==> src/rtl/hazard_scoreboard.sv <==
// Scoreboard for GPR writes owed by long-latency producers; stalls ID on RAW/saturation, sequences exception flushes.
// Combinational stall/flush outputs from registered state; a consumer issues the cycle after its last retiring wb_long.
module hazard_scoreboard #(
   parameter int AW          = 5,
   parameter int CNT_W       = 2,
   parameter int STALL_LIMIT = 255
) (
   input  logic          clk,
   input  logic          resetn,
   input  logic          id_valid,
   input  logic [AW-1:0] id_rs,
   input  logic          id_rs_used,
   input  logic [AW-1:0] id_rt,
   input  logic          id_rt_used,
   input  logic          id_we,
   input  logic [AW-1:0] id_wreg,
   input  logic          id_long,
   input  logic          wb_long,
   input  logic [AW-1:0] wb_long_reg,
   input  logic          mem_stall,
   input  logic          except_m,
   output logic          stall_f,
   output logic          stall_d,
   output logic          flush_e,
   output logic          flush_all,
   output logic          cancel_long,
   output logic          pend_any,
   output logic          deadlock_o
);

   localparam int NREG = 2**AW;
   localparam logic [CNT_W-1:0] CNT_MAX = '1;
   localparam logic [7:0] LIMIT    = 8'(STALL_LIMIT);
   localparam logic [7:0] LIMIT_M1 = 8'(STALL_LIMIT - 1);

   typedef enum logic [1:0] {RUN, FLUSH, PEND_FLUSH} state_t;

   state_t stateQ, stateD;
   logic [CNT_W-1:0] pend [NREG];
   logic [7:0] stallCnt;
   logic deadlockQ;
   logic rsHaz, rtHaz, satHaz, haz, iss, incEn, decEn, stallInc;

   always_comb begin
      rsHaz    = id_rs_used && (id_rs != '0) && (pend[id_rs] != '0);
      rtHaz    = id_rt_used && (id_rt != '0) && (pend[id_rt] != '0);
      // A full counter cannot accept another owed write, so the writer waits.
      satHaz   = id_we && id_long && (id_wreg != '0) && (pend[id_wreg] == CNT_MAX);
      haz      = id_valid && (rsHaz || rtHaz || satHaz);
      iss      = id_valid && !haz && !mem_stall && (stateQ == RUN) && !except_m;
      incEn    = iss && id_we && id_long && (id_wreg != '0);
      decEn    = wb_long && (wb_long_reg != '0);
      stallInc = (stateQ == RUN) && haz && !mem_stall;
   end

   always_ff @(posedge clk or negedge resetn) begin
      if (!resetn) begin
         for (int i = 0; i < NREG; i++) pend[i] <= '0;
      end else if (stateQ == FLUSH) begin
         for (int i = 0; i < NREG; i++) pend[i] <= '0;
      end else begin
         for (int i = 0; i < NREG; i++) begin
            if (incEn && (id_wreg == AW'(i)) && !(decEn && (wb_long_reg == AW'(i))))
               pend[i] <= pend[i] + CNT_W'(1);
            else if (decEn && (wb_long_reg == AW'(i)) && !(incEn && (id_wreg == AW'(i)))
                     && (pend[i] != '0))
               pend[i] <= pend[i] - CNT_W'(1);
         end
      end
   end

   always_comb begin
      pend_any = 1'b0;
      for (int i = 1; i < NREG; i++)
         if (pend[i] != '0) pend_any = 1'b1;
   end

   always_ff @(posedge clk or negedge resetn) begin
      if (!resetn) stateQ <= RUN;
      else         stateQ <= stateD;
   end

   always_comb begin
      stateD      = stateQ;
      stall_f     = 1'b0;
      stall_d     = 1'b0;
      flush_e     = 1'b0;
      flush_all   = 1'b0;
      cancel_long = 1'b0;
      case (stateQ)
         RUN: begin
            stall_f = mem_stall || haz;
            stall_d = mem_stall || haz;
            flush_e = haz && !mem_stall;
            if (except_m) stateD = mem_stall ? PEND_FLUSH : FLUSH;
         end
         PEND_FLUSH: begin
            stall_f = 1'b1;
            stall_d = 1'b1;
            if (!mem_stall) stateD = FLUSH;
         end
         FLUSH: begin
            flush_all   = 1'b1;
            cancel_long = 1'b1;
            stateD      = RUN;
         end
         default: stateD = RUN;
      endcase
   end

   // Counter saturates at the limit so a long stall cannot wrap it back to zero.
   always_ff @(posedge clk or negedge resetn) begin
      if (!resetn) begin
         stallCnt  <= '0;
         deadlockQ <= 1'b0;
      end else if ((stateQ == FLUSH) || !haz) begin
         stallCnt <= '0;
      end else if (stallInc) begin
         if (stallCnt != LIMIT) stallCnt <= stallCnt + 8'(1);
         if (stallCnt >= LIMIT_M1) deadlockQ <= 1'b1;
      end
   end

   assign deadlock_o = deadlockQ;

endmodule

==> config.mk <==
export PLATFORM = sky130hd
export DESIGN_NAME = hazard_scoreboard
export DESIGN_NICKNAME = d
export VERILOG_FILES = /design/src/rtl/hazard_scoreboard.sv
export SDC_FILE = /design/constraint.sdc
export NUM_CORES = 1
export LEC_CHECK = 0
export BUFFER_PORTS_ARGS = -buffer_cell sky130_fd_sc_hd__buf_4
export CORE_MARGIN = 2
export CORE_UTILIZATION = 29
export DETAILED_ROUTE_END_ITERATION = 12
export PLACE_DENSITY = 0.43
export SLEW_MARGIN = 20
export SYNTH_ARGS = -nofsm -noshare
export SYNTH_HDL_FRONTEND = slang
export SYNTH_SLANG_ARGS = --single-unit
==> constraint.sdc <==
create_clock -name clk -period 4.9 [get_ports clk]
set_input_delay 0.245 -clock clk [delete_from_list [all_inputs] [get_ports clk]]
set_output_delay 0.245 -clock clk [all_outputs]
set_load 0.02 [all_outputs]
# After elaboration in Yosys (flattened, before gate mapping)
# Index checks and enable logic that the tools add are counted.
# totals
reg_bits	75
latchBits	0
mem_bits_rw	0
mem_bits_ro	0
in_bits	30
out_inout_bits	7
wordCells	619
n_memories	0
# classes
add_sub_neg	65
mul	0
div_mod_pow	0
n_lt_le_gt_ge	4
n_eq_ne	68
shifts	0
muxes	115
n_bitwise	4
n_reduce_logical	328
# ops
op	count
1-bit logical AND	179
5-bit == test, second input constant	32
2-bit two-way mux	73
3-bit nonzero test	32
5-bit by 4-bit == test with 1-bit output, second input constant	16
2-bit nonzero test	36
1-bit logical NOT	67
2-bit by 1-bit adder with 2-bit output, second input constant	32
64-bit two-way mux	1
2-bit by 1-bit subtractor with 2-bit output, second input constant	32
5-bit by 3-bit == test with 1-bit output, second input constant	8
1-bit two-way mux	33
2-bit binary-select mux with 5-bit select	3
8-bit two-way mux	3
5-bit by 2-bit == test with 1-bit output, second input constant	4
5-bit nonzero test	4
6-bit greater-or-equal comparator, second input constant	3
5-bit inverter with 6-bit output	3
5-bit by 1-bit == test with 1-bit output, second input constant	2
5-bit logical NOT	2
8-bit by 1-bit adder with 8-bit output, second input constant	1
8-bit greater-or-equal comparator, second input constant	1
8-bit inequality test, second input constant	1
2-bit == test, second input constant	2
other kinds (9)	14

# Depth between registers and ports, before layout
# Gate-level depths: netlist of run 1.
# depth
depth_word	32
depth_mapped	13
depth_no_buf	8

# Worst setup path before layout of run 1
# Ideal clock, no wire load.
# synth_path
path_type	input -> output
startpoint	in id_rt[1]
endpoint	out stall_f
arrival_time_ns	2.925
t_required_ns	4.655
path_slack_ns	1.730
stages	12
n_path_buf	4
path_cell_list	buf_4 > inv_1 > mux4_2 > nor3_1 > a2111oi_4 > or3_1 > clkbuf_2 > nand2b_1 > clkbuf_1 > o21ai_1 > a21oi_1 > buf_4
# synth_via
elab_chain_len	11
elab_cells_between_ends	13
classes_between	mux (4); bitwise (1); reduce/logical (8)
# synth_lines
element	line	rtl
from (decl)	13	input logic [AW-1:0] id_rt,
5-bit inverter with 6-bit output (not written as such)	46	rtHaz = id_rt_used && (id_rt != '0) && (pend[id_rt] != '0);
2-bit binary-select mux with 5-bit select	46	
2-bit two-way mux (not written as such) (2 in series)	46	
2-bit nonzero test	46	
1-bit logical AND (*)	46	
1-bit logical OR (*) (2 in series)	49	haz = id_valid && (rsHaz || rtHaz || satHaz);
1-bit logical AND (*)	49	
1-bit logical OR (*)	-	
1-bit case mux with 2 select lines (*)	-	
to (decl)	22	output logic stall_f,
# Every way passes the cells marked *; elsewhere a longest branch is shown, timed or not. The select of a mux whose other input is x is not followed.

# Worst setup path after layout of run 1
# layout_path
startpoint	reg pend[46] in the netlist's numbering
endpoint	out stall_f
# layout_via
elab_chain_len	10
elab_cells_between_ends	20
classes_between	eq/ne (1); mux (10); reduce/logical (9)
# layout_lines
element	line	rtl
from (decl)	39	logic [CNT_W-1:0] pend [NREG];
from (signal, indexed assignment)	64	pend[i] <= pend[i] + CNT_W'(1);
from (signal, indexed assignment)	67	pend[i] <= pend[i] - CNT_W'(1);
2-bit binary-select mux with 5-bit select, on equally long branches	45, 46	
2-bit two-way mux, on equally long branches (2 in series)	45, 46	
2-bit nonzero test, on equally long branches	45, 46	
1-bit logical AND, on equally long branches	45, 46	
1-bit logical OR	49	
1-bit logical OR (*)	49	
1-bit logical AND (*)	49	
1-bit logical OR (*)	92	stall_f = mem_stall || haz;
1-bit case mux with 2 select lines (*)	90	case (stateQ)
# Marks and branches as above.

==> results.yml, run 1 <==
hold_path:
  hold_depth: 2
  min_path_type: "primary input to flip-flop"
  hold_path_startpoint: "mem_stall"
power_and_ir_drop:
  power_density_nw_per_um2: 211.4
  p_sw_share_pct: 31.36
  internal-power_mw: 1.135
  p_switching_mw: 0.5187
  power.leakage_nw: 3.184
  combinationalPowerShare_pct: 17.8
  clock_power_share_pct: 44.4
  vdd_drop_max_mv: 0.1442
  pwr-share-seq_pct: 37.8
critical_path:
  crit_fanout: 18
  worstPathArrival_ns: 3.47
  r2r_start: "pend[4]"
  r2r_setup_slack_ns: 1.65
  cp_data_required_time_ns: 4.66
  reg2reg_depth: 9
  start_kind: "flip-flop"
  critical_path_class: "flip-flop to output port"
  end_kind: "output port"
  worstSetupStartpoint: "pend[46]"
cts:
  clkTransAtPathRegs_ns: 0.06
  clkSinkCount: 75
  post-cts-setup-buffers: 0
  cts_root_buf: "clkbuf_16"
  tritoncts: "done"
  cts_buffers: 9
  htreeDepth: 3
  clk_latency_ns: 0.35
  cts_max_path_buffers: 2
global_route:
  grt_max_degree: 66
  grt_util_met1_pct: 30.99
  met2_usage_pct: 35.40
  antenna_found_initial: 0
  gr-total-overflow: 0
  met3_usage_pct: 3.247
  grt_pass1_wl_um: 43950
  track_usage_pct: 22.30
  first_global_vias: 7030
  grt.busiest_layer: "met2"
detailed_routing:
  antenna_left: 0
  wirelength_um: 28600
  first_pass_iters: 5
  dr_total_vias: 7378
  drcViolationCount: 0
  vias_per_cell: 5.945
  wl_per_cell_um: 23.04
  first_iter_violations: 761
logic_synthesis:
  netlist_area_um2: 7057
  synth_cell_types: 74
  async_flop_share_pct: 100.0
  synth_area_leaders: "dfrtp_1, nand2_1, nor2_1, and3_1, mux4_2"
  avgSynthCellArea_um2: 7.629
  synth_xor_area_share_pct: 0.6206
  yosys_warnings: 0
  synth_commonest_cells: "nand2_1, nor2_1, dfrtp_1"
  synth_top_family_by_area: "simple AND/OR/NAND/NOR gates"
  synth_top_area_share_pct: 26.60
  syn_inst: 925
  yosysSeqAreaShare_pct: 26.60
  synth_compound_area_share_pct: 22.16
  synth_enable_flop_cells: 0
  synth-adder-area-share_pct: 0.3546
  synth_nets: 957
  synth_mux_area_share_pct: 4.574
  yosys.area_share.simple_pct: 39.43
  yosysMostFrequentCell: "nand2_1"
  yosys.area.top_type: "dfrtp_1"
  synth_seq_cells: 75
  synth_ff_type: "dfrtp_1"
timing:
  slew_viol_final: 0
  slew_headroom_pct: 36.97
  clock_skew_ns: 0.005736
  fmax_ghz: 0.2689
  fin_crit_sh_pct: 75.90
  setup_viol: 0
  finalHoldViolCount: 0
  setup_tns_ns: 0
  tightest_slew_ns: 0.9454
  layout_setup_ws_ns: 1.181
  rsz0062_at_grt: "no"
  period_minus_slack_ns: 3.719
die:
  die_w_um: 160.0
  io_pins: 37
  core_area_um2: 24110
  die_h_um: 160.0
  num_rows: 57
  dieArea_um2: 25600
  initial_core_util_pct: 29.27
final_layout:
  diodes: 0
  area_delta_synth_final_pct: 10.87
  final_layout_size_suffix_gt1_share_pct: 11.12
  final_nets: 944
run_status:
  status: "finished clean"
placement:
  hpwl_um: 20020
  dp_slack_ns: 1.473
  portBuffers: 36
  gp_congestion: 0.9091
job:
  cap_violations: 0
==> metal layers <==
metal  part of all wire (%)  vias to the layer above
li1                       -                     3476
met1                     47                     3635
met2                     45                      226
met3                    4.7                       41
met4                    3.0                        0
met5                      0                        -
==> layout by cell type, fill, tap and decap left out, types with 17 or more instances in the layout <==
| master | count |
|---|---|
| o21ai_0 | 44 |
| and3_1 | 49 |
| nor4_1 | 19 |
| nor3_1 | 38 |
| nand2_1 | 120 |
| nand3_1 | 41 |
| or3_1 | 17 |
| a21o_1 | 17 |
| and2_1 | 24 |
| a21oi_1 | 37 |
| buf_4 | 52 |
| nor4b_1 | 18 |
| nand4_1 | 23 |
| dfrtp_1 | 75 |
| nor2_1 | 100 |
==> cell type report <==
class	instances	area [µm²]
Sequential cell	75	1877
Fill cell	2635	16280
Timing Repair Buffer	53	400.4
Clock inverter	4	47.55
Clock buffer	12	266.5
Tap cell	324	405.4
Inverter	15	56.30
Multi-Input combinational cell	758	4771
==> worst max-delay path, cell delays in order (launching register included) <==
cell      delay [ns]
dfrtp_1         0.49
nor2_1          0.13
mux4_2          0.46
or3b_2          0.45
o221ai_1        0.11
a32o_1          0.49
nand2b_1        0.22
buf_4           0.27
o21ai_1         0.10
a21oi_1         0.23
buf_4           0.18
==> stage by stage <==
step	util (%)	hold slack, ns	std cells	power [mW]	instance area, µm²
3_5_place_dp	31.08	0.2731	1224	0.9272	7491
5_1_grt	32.46	0.06672	1241	1.718	7824
3_3_place_gp	31.08	0.2735	1224	0.9287	7491
6_report	32.46	0.07096	1241	1.654	7824
4_1_cts	32.42	0.05983	1241	1.671	7815
2_1_floorplan	-	-0.05059	925	0.8045	7057
==> power groups by stage <==
stage	combinational (mW)	clock (mW)	sequential [mW]
floorplan	0.168	0	0.636
global placement	0.292	0	0.637
detailed placement	0.290	0	0.637
CTS	0.292	0.753	0.625
global route	0.316	0.777	0.625
finish	0.295	0.734	0.625
==> path summary, 6_finish.rpt <==
path                               end
setup / recovery               stall_f
hold / removal               stateQ[0]
setup reg to reg           stallCnt[5]
hold reg to reg             deadlock_o
max in group asynchronous      pend[4]
min in group asynchronous  stallCnt[0]
==> kinds of logic after synthesis <==
group,count (synthesis)
buffers and inverters,92
adder cells (fa/ha/maj),2
multiplexers,18
flip-flops,75
AND/OR/NAND/NOR,520
AO/OA/AOI/OAI,213
XOR/XNOR,5
==> registers in the layout, indices dropped and copies added, names as in the netlist <==
| name | cells |
|---|---|
| stateQ | 2 |
| deadlock_o | 1 |
| pend | 64 |
| stallCnt | 8 |
==> timing repair <==
item                                   4_1_cts  5_1_grt
setup endpoints to repair                    0        0
hold buffers                                 1        0
endpoints found under the hold margin       36        0
gates resized for setup                      0        0
(Power assumes the default switching activity.)
==> run 2: changes to the inputs <==
==> constraint.sdc (replaced) <==
create_clock -name clk -period 3.7 [get_ports clk]
set_input_delay 0.185 -clock clk [delete_from_list [all_inputs] [get_ports clk]]
set_output_delay 0.185 -clock clk [all_outputs]
set_load 0.02 [all_outputs]
==> run 2 against run 1 <==
Clock-buffer cell count decreased by 2. Critical path depth down 1. Clock skew rose by 0.0063 ns. Combinational power is 33% higher. Global-route usage decreased by 0.32 points. Die area did not move. Total power grew 30%. Utilization rose by 0.21 points. Setup slack got worse by 0.89 ns. Via count increased by 0.38%. Final cell count grew 0.56%. Highest routed layer unchanged.
==> results.yml, run 2 (synthesis gave the netlist of run 1 again) <==
die:
  initial_core_util_pct: 29.27
  core_area_um2: 24110
  num_rows: 57
  die_w_um: 160.0
  dieArea_um2: 25600
  io_pins: 37
  die_h_um: 160.0
final_layout:
  largest_register_ffs: 64
  final_layout_size_suffix_gt1_share_pct: 11.69
  finish.instance_area_um2: 7874
  instances_no_fill: 1248
  area_delta_synth_final_pct: 11.58
  top_regs: "pend x64, stallCnt x8, stateQ x2"
  layout_commonest_cell: "nand2_1"
  final_nets: 951
  final_util_pct: 32.66
  layout_common_cells: "nand2_1, nor2_1, dfrtp_1"
  top_register: "pend"
  diodes: 0
critical_path:
  start_kind: "flip-flop"
  r2r_end: "pend[32]"
  r2r_start: "pend[34]"
  path_buf_inv: 2
  worstPathArrival_ns: 3.22
  crit_family: "compound AO/OA/AOI/OAI gates"
  cp-endpoint: "stall_f"
  cp_slowest_cell: "dfrtp_1"
  end_kind: "output port"
  critPathMaxStageDelay_ns: 0.51
  crit_chain: "nand2_1 -> mux4_2 -> o32a_1 -> o21a_1 -> a31oi_4 -> buf_4 -> o21ai_1 -> a21oi_1 -> buf_4"
  worstSetupStartpoint: "pend[52]"
  path_common_cell: "buf_4"
  reg2reg_depth: 9
  cp_data_required_time_ns: 3.51
  path_depth: 9
  crit_fanout: 14
  r2r_setup_slack_ns: 0.46
  critical_path_class: "flip-flop to output port"
global_route:
  grt_max_degree: 66
  antenna_found_initial: 0
  first_global_vias: 6969
  gr-total-overflow: 0
  track_usage_pct: 21.98
  grt_pass1_wl_um: 43420
detailed_routing:
  vias_per_cell: 5.934
  first_pass_iters: 5
  wl_per_cell_um: 22.44
  antenna_left: 0
  first_iter_violations: 678
  wirelength_um: 28010
  dr_total_vias: 7406
  drcViolationCount: 0
cts:
  cts_max_path_buffers: 2
  clkSinkCount: 75
  tritoncts: "done"
  cts_buffers: 9
  cts_root_buf: "clkbuf_16"
  htreeDepth: 3
  clkTransAtPathRegs_ns: 0.06
  clk_latency_ns: 0.36
power_and_ir_drop:
  power_mw: 2.144
  power.leakage_nw: 3.202
  vdd_drop_max_mv: 0.2009
  power_density_nw_per_um2: 272.3
placement:
  portBuffers: 36
  placedCellCount: 1231
  gp_congestion: 0.8842
  hpwl_um: 19700
  dpl_cell_area_um2: 7569
timing:
  finalHoldViolCount: 0
  clock_skew_ns: 0.01207
  rsz0062_at_grt: "no"
  slew_viol_final: 0
  tightest_slew_ns: 0.9646
  setup_viol: 0
  fin_crit_sh_pct: 92.15
  setup_tns_ns: 0
  slew_headroom_pct: 35.45
  period_minus_slack_ns: 3.410
  fmax_ghz: 0.2933
hold_path:
  min_path_type: "primary input to flip-flop"
run_status:
  status: "finished clean"
job:
  cap_violations: 0
run 2: changes by cell type in the layout (fill, tap and decap cells not counted):
cell / before / now
o31ai_4: 1 / 0
clkbuf_8: 3 / 0
clkinvlp_4: 1 / 3
o31ai_2: 0 / 1
buf_4: 52 / 57
buf_12: 0 / 2
clkinv_2: 2 / 1
clkbuf_1: 0 / 1
clkinv_4: 0 / 1
run 2: repair_timing:
item | in CTS | in global routing
hold buffers | 1 | 0
setup buffers | 0 | 0
hold endpoints to repair | 51 | 0
gates resized for setup | 0 | 0
run 2: how the worst min path moves through the flow:
stage,from,endpoint,slack [ns],cells after the start
2_1_floorplan,resetn,deadlock_o,-0.11,0
3_3_place_gp,resetn,stallCnt[5],0.31,1
3_5_place_dp,resetn,stallCnt[5],0.31,1
4_1_cts,mem_stall,stateQ[0],0.003,2
5_1_grt,mem_stall,stateQ[0],0.01,2
6_report,mem_stall,stateQ[0],0.01,2
run 2: cell type report:
type                       instances  area (µm²)
inverter                          15       56.30
timing repair buffer              60       478.0
clock buffer                      10       229.0
clock inverter                     6       66.31
tap                              324       405.4
fill                            2615       16230
multi-input combinational        758        4762
sequential                        75        1877
run 2: report_power, final:
part	total, mW	switching (mW)	internal, mW	leakage (nW)
logic	0.392	0.284	0.108	2.02
clock network	0.924	0.401	0.523	0.135
registers	0.828	0.00483	0.823	1.05
run 2: through the flow:
step / worst slack (ns) / hold WS, ns
5_1_grt: 0.07107 / 0.01169
4_1_cts: 0.2822 / 0.002892
6_report: 0.2905 / 0.009742
3_5_place_dp: 0.5336 / 0.3115
3_3_place_gp: 0.5397 / 0.3144
2_1_floorplan: 0.6161 / -0.1106
run 2: per-layer routing:
layer / up-vias / part of all wire, % / global-route usage, %
li1: 3478 / - / -
met2: 243 / 46 / 35.38
met4: 0 / 3.2 / 8.190
met1: 3638 / 46 / 30.19
met5: - / 0 / 0
met3: 47 / 5.1 / 2.779
